===== src/rtl/copy_sched_pkg.sv =====
// rtl/copy_sched_pkg.sv - shared encodings and defaults for copy_job_scheduler (optional SCHED_TIMEOUT_EN)
package copy_sched_pkg;

    localparam int DEF_NREQ    = 2;
    localparam int DEF_NWRITES = 10;
    localparam int DEF_TIMEOUT = 31;
    localparam int BANK_W      = 2;

    typedef enum logic [4:0] {
        S_IDLE  = 5'b00001,
        S_START = 5'b00010,
        S_RUN   = 5'b00100,
`ifdef SCHED_TIMEOUT_EN
        S_ABORT = 5'b10000,
`endif
        S_ACK   = 5'b01000
    } state_t;

endpackage


===== src/rtl/copy_job_scheduler_rr_arbiter.sv =====
// rtl/copy_job_scheduler_rr_arbiter.sv - combinational round-robin pick starting after ptr
module rr_arbiter
    import copy_sched_pkg::*;
#(
    parameter int NREQ = DEF_NREQ
) (
    input  logic [NREQ-1:0]   req,
    input  logic [BANK_W-1:0] ptr,
    output logic [NREQ-1:0]   gnt,
    output logic [BANK_W-1:0] idx,
    output logic              any
);

    logic [BANK_W-1:0] cand;

    always_comb begin
        gnt  = '0;
        idx  = '0;
        any  = 1'b0;
        cand = '0;
        // Scan ptr+1 .. ptr+NREQ so the last owner is considered last.
        for (int i = 1; i <= NREQ; i++) begin
            cand = BANK_W'((int'(ptr) + i) % NREQ);
            if (!any && req[cand]) begin
                any       = 1'b1;
                gnt[cand] = 1'b1;
                idx       = cand;
            end
        end
    end

endmodule


===== src/rtl/copy_job_scheduler.sv =====
// rtl/copy_job_scheduler.sv - shares one copy engine among NREQ requesters; SCHED_TIMEOUT_EN adds RUN watchdog/abort
module copy_job_scheduler
    import copy_sched_pkg::*;
#(
    parameter int NREQ    = DEF_NREQ,
    parameter int NWRITES = DEF_NWRITES,
    parameter int TIMEOUT = DEF_TIMEOUT
) (
    input  logic              Clk,
    input  logic              Reset,
    input  logic [NREQ-1:0]   Req,
    output logic [NREQ-1:0]   Grant,
    output logic [BANK_W-1:0] Bank,
    output logic              Busy,
    output logic [NREQ-1:0]   ReqDone,
    output logic              EngStart,
    output logic              EngAck,
    input  logic              EngWrite,
    output logic              EngAbort,
    output logic              Err
);

    localparam int WCNT_W = $clog2(NWRITES + 1);

    if (NREQ < 2 || NREQ > 4 || NWRITES < 1 || TIMEOUT < 1) begin : g_bad_param
        $error("copy_job_scheduler: illegal parameter value");
    end

    state_t            state, state_nx;
    logic [NREQ-1:0]   owner_oh;
    logic [BANK_W-1:0] rrptr;
    logic [WCNT_W-1:0] wcnt;
    logic [NREQ-1:0]   win_gnt;
    logic [BANK_W-1:0] win_idx;
    logic              win_any;
    logic              job_end;

    rr_arbiter #(.NREQ(NREQ)) u_arb (
        .req (Req),
        .ptr (rrptr),
        .gnt (win_gnt),
        .idx (win_idx),
        .any (win_any)
    );

`ifdef SCHED_TIMEOUT_EN
    localparam int TCNT_W = $clog2(TIMEOUT + 1);
    logic [TCNT_W-1:0] tcnt;

    always_ff @(posedge Clk or posedge Reset) begin
        if (Reset) begin
            tcnt <= '0;
        end else if (state == S_START) begin
            tcnt <= '0;
        end else if (state == S_RUN) begin
            tcnt <= tcnt + 1'b1;
        end
    end

    assign job_end  = (state == S_ACK) || (state == S_ABORT);
    assign EngAbort = (state == S_ABORT);
    assign Err      = (state == S_ABORT);
`else
    assign job_end  = (state == S_ACK);
    assign EngAbort = 1'b0;
    assign Err      = 1'b0;
`endif

    always_comb begin
        state_nx = state;
        case (state)
            S_IDLE:  if (win_any) state_nx = S_START;
            S_START: state_nx = S_RUN;
            S_RUN: begin
                // Completion wins over a timeout landing on the same edge.
                if (EngWrite && wcnt == WCNT_W'(NWRITES - 1)) begin
                    state_nx = S_ACK;
                end
`ifdef SCHED_TIMEOUT_EN
                else if (tcnt == TCNT_W'(TIMEOUT - 1)) begin
                    state_nx = S_ABORT;
                end
`endif
            end
            S_ACK:   state_nx = S_IDLE;
`ifdef SCHED_TIMEOUT_EN
            S_ABORT: state_nx = S_IDLE;
`endif
            default: state_nx = S_IDLE;
        endcase
    end

    always_ff @(posedge Clk or posedge Reset) begin
        if (Reset) begin
            state    <= S_IDLE;
            owner_oh <= '0;
            Bank     <= '0;
            wcnt     <= '0;
            rrptr    <= BANK_W'(NREQ - 1);
        end else begin
            state <= state_nx;
            if (state == S_IDLE && win_any) begin
                owner_oh <= win_gnt;
                Bank     <= win_idx;
                wcnt     <= '0;
            end
            if (state == S_RUN && EngWrite) begin
                wcnt <= wcnt + 1'b1;
            end
            if (job_end) begin
                rrptr <= Bank;
            end
        end
    end

    assign Busy     = (state != S_IDLE);
    assign Grant    = Busy ? owner_oh : '0;
    assign EngStart = (state == S_START);
    assign EngAck   = (state == S_ACK);
    assign ReqDone  = job_end ? owner_oh : '0;

endmodule

===== config.mk =====
export PLATFORM = sky130hd
export DESIGN_NAME = copy_job_scheduler
export DESIGN_NICKNAME = d
export VERILOG_FILES = /design/src/rtl/copy_sched_pkg.sv /design/src/rtl/copy_job_scheduler_rr_arbiter.sv /design/src/rtl/copy_job_scheduler.sv
export SDC_FILE = /design/constraint.sdc
export NUM_CORES = 1
export LEC_CHECK = 0
export CAP_MARGIN = 5
export CORE_MARGIN = 2
export CORE_UTILIZATION = 47
export DETAILED_ROUTE_END_ITERATION = 8
export GPL_ROUTABILITY_DRIVEN = 0
export PLACE_DENSITY = 0.76
export SKIP_LAST_GASP = 1
export SLEW_MARGIN = 20
export SYNTH_ARGS = -nofsm -noshare
export SYNTH_HDL_FRONTEND = slang
export SYNTH_SLANG_ARGS = --single-unit

===== constraint.sdc =====
create_clock -name Clk -period 2.2 [get_ports Clk]
set_clock_uncertainty 0.15 [all_clocks]
set_input_delay 0.66 -clock Clk [delete_from_list [all_inputs] [get_ports Clk]]
set_output_delay 0.66 -clock Clk [all_outputs]
set_load 0.05 [all_outputs]

==> results.sh <==
export IMPL_status="complete, but fails checks"
export IMPL_failed_checks="negative setup slack"
export IMPL_grt_max_degree=13
export IMPL_hold_depth=1
export IMPL_critPathKind="reg2out"
export IMPL_drv_slew=0
export IMPL_post_route_min_period_ns=2.264
export IMPL_cts_max_level=1
export IMPL_die_w_um=42.02
export IMPL_postLayoutCoreUtil=0.7420
export IMPL_hold_viol=0
export IMPL_start_util=0.5094
export IMPL_synth_cell_types=28
export IMPL_hold_ws_ns=0.3598
export IMPL_syn_area_per_cell_um2=10.45
export IMPL_cts_sinks=12
export IMPL_yosysTopAreaCellShare=0.3683
export IMPL_ys_ff_latch=12
export IMPL_clock_root_buffer="clkbuf_4"
export IMPL_final_area_um2=989.7
export IMPL_cts_hold_buf=0
export IMPL_fin_cells=104
export IMPL_reg2reg_from="state[0]$_DFFE_PP1P_"
export IMPL_fin_nets=97
export IMPL_r2r_slack_ns=0.43
export IMPL_num_vias=541
export IMPL_cts_buffers=3
export IMPL_grt_pass1_vias=574
export IMPL_ys_warn_count=0
export IMPL_cp_arrival_ns=1.45
export IMPL_leakagePower_uw=0.0004510
export IMPL_grt_util_all_layers=0.1870
export IMPL_required_ns=1.39
export IMPL_dpl_cell_area_um2=877.1
export IMPL_first_pass_iters=4
export IMPL_min_path_type="reg2reg"
export IMPL_dp_slack_ns=0.06785
export IMPL_viasPerCell=5.202
export IMPL_cts_tree="done"
export IMPL_cts_buffer_depth=2
export IMPL_synth_area_leaders="dfrtp_1 37%, dfstp_2 7.7%, nor4b_4 7.0%"
export IMPL_path_clk_slew_ns=0.08
export IMPL_setup_viol_count_final=5
export IMPL_peakVddDrop_mv=0.8232
export IMPL_fmax_mhz=441.8
export IMPL_grt_setup_unrepaired="true"
export IMPL_rows=13
export IMPL_rr_endpoint="wcnt[2]$_DFFE_PP0P_"
export IMPL_post_drt_wl_per_cell_um=13.03
export IMPL_portBuffers=12
export IMPL_min_from="owner_oh[1]$_DFFE_PP0P_"
export IMPL_grt_pass1_wl_mm=2.442
export IMPL_syn_instance_count=65
export IMPL_hpwl_mm=1.021
export IMPL_num_fill_cells=99
export IMPL_drive_gt1_frac=0.4382
export IMPL_diodes=0
export IMPL_synth_seq_area_share=0.4457
export IMPL_startpoint_type="register"
export IMPL_path_max_fanout=3
export IMPL_drc_errors=0
export IMPL_die_y_um=42.02
export IMPL_drt_iter0_drc=7
export IMPL_setup_ws_ns=-0.06364
export IMPL_whs_endpoint="owner_oh[1]$_DFFE_PP0P_"
export IMPL_powerDensity_nw_per_um2=1323
export IMPL_routed_wl_mm=1.355
export IMPL_clock_latency_ns=0.27
export IMPL_design_die_area_um2=1766
export IMPL_dp_cells=94
export IMPL_fin_crit_sh=1.029
export IMPL_ant_nets=0
export IMPL_cp_end_kind="primary output"
export IMPL_grt_overflow=0
export IMPL_core_area_um2=1334
export IMPL_pin_count=16
export IMPL_ff2ff_path_depth=6
export IMPL_netlist_area_um2=679.4
export IMPL_drv_cap=0
export IMPL_antenna_found_initial=0
export IMPL_synth_top_area_cell="dfrtp_1"
export IMPL_area_growth_pct=45.67
[registers in the layout, indices dropped and copies added (netlist names)]
| register | flops |
|---|---|
| Bank | 1 |
| owner_oh | 2 |
| rrptr | 1 |
| state | 4 |
| wcnt | 4 |
[worst max-delay path: stages (launching register included)]
cell     delay, ns
dfstp_2       0.57
nor4b_4       0.23
and2b_1       0.22
buf_6         0.15
[how the worst max path moves through the flow]
stage                               from             endpoint  cells past startpoint
floorplan           state[0]$_DFFE_PP1P_           ReqDone[0]                      3
global placement                  Req[0]  wcnt[2]$_DFFE_PP0P_                      5
detailed placement                Req[0]  wcnt[2]$_DFFE_PP0P_                      5
CTS                 state[0]$_DFFE_PP1P_             Grant[0]                      3
global route        state[0]$_DFFE_PP1P_             Grant[0]                      3
finish              state[0]$_DFFE_PP1P_             Grant[0]                      3
[cell type report]
type / count / area, um2 / area share
Inverter: 4 / 15.01 / 0.01517
Clock buffer: 4 / 36.28 / 0.03666
Sequential cell: 12 / 305.3 / 0.3085
Multi-Input combinational cell: 47 / 369.1 / 0.3729
Tap cell: 15 / 18.77 / 0.01896
Timing Repair Buffer: 22 / 245.2 / 0.2478
[Yosys cell counts]
cell,count
nor4b_4,2
mux2_2,1
nand3b_1,2
o21bai_1,2
buf_4,3
conb_1,1
o21ai_0,2
and2_1,3
nor4b_2,1
nor3b_1,2
a21oi_1,4
dfrtp_1,10
a211oi_1,1
nor2b_1,1
and2b_1,1
nand2b_1,2
dfstp_2,2
nand3_1,1
buf_2,1
a22oi_2,1
a21o_1,4
nand4b_1,1
or2_2,2
ha_1,2
nor3_1,1
nand2_1,6
inv_1,4
nor2_1,2
[layout by cell type, fill, tap and decap left out]
| cell type | count |
|---|---|
| a211oi_1 | 1 |
| a21o_1 | 4 |
| a21oi_1 | 4 |
| a22oi_2 | 1 |
| and2_1 | 1 |
| and2_2 | 1 |
| and2_4 | 1 |
| and2b_1 | 1 |
| buf_12 | 3 |
| buf_4 | 10 |
| buf_6 | 4 |
| clkbuf_16 | 1 |
| clkbuf_4 | 3 |
| clkbuf_8 | 1 |
| clkdlybuf4s50_1 | 4 |
| conb_1 | 3 |
| dfrtp_1 | 8 |
| dfrtp_2 | 2 |
| dfstp_2 | 2 |
| ha_1 | 2 |
| inv_1 | 3 |
| inv_2 | 1 |
| mux2_2 | 1 |
| nand2_1 | 6 |
| nand2b_1 | 1 |
| nand2b_4 | 1 |
| nand3_1 | 1 |
| nand3b_1 | 2 |
| nand4b_1 | 1 |
| nor2_1 | 2 |
| nor2b_2 | 1 |
| nor3_2 | 1 |
| nor3b_1 | 2 |
| nor4b_4 | 3 |
| o21ai_0 | 2 |
| o21bai_1 | 2 |
| or2_2 | 2 |
[through the flow]
| stage | setup TNS, ns | total power [uW] |
|---|---|---|
| 2_1_floorplan | -0.4384 | 834.1 |
| 4_1_cts | -0.1992 | 1284 |
| 6_report | -0.1527 | 1309 |
| 3_5_place_dp | 0 | 1011 |
| 3_3_place_gp | 0 | 996.9 |
| 5_1_grt | -0.5157 | 1387 |
[metal layers]
layer  vias up  track usage  part of all wire
met5         -            0                 0
met4         0      0.05000            0.0089
met2        13       0.3063              0.52
met1       260       0.2219              0.43
li1        266            -                 -
met3         2      0.08621             0.048
[power by group]
group | leakage (uW) | internal, uW | switching, uW
clock | 0.0000210 | 101 | 73.7
combinational | 0.000281 | 349 | 414
sequential | 0.000149 | 293 | 78.1
total | 0.000451 | 743 | 566
[cell families (layout without fill, tap and decap cells)]
| group | count (synthesis) | after routing | share of synthesized area |
|---|---|---|---|
| compound gates | 14 | 14 | 0.1400 |
| fa+ha+maj | 2 | 2 | 0.03683 |
| buf+inv | 8 | 30 | 0.06260 |
| flops | 12 | 12 | 0.4457 |
| mux | 1 | 1 | 0.01657 |
| other cells | 1 | 3 | 0.005520 |
| simple gates | 27 | 27 | 0.2928 |
[what timing repair did]
item,in CTS,in global routing
cloned,0,0
gates resized for setup,5,4
setup endpoints to repair,6,7
pin swaps,3,2
buffers inserted,5,1
(Power assumes the default switching activity.)
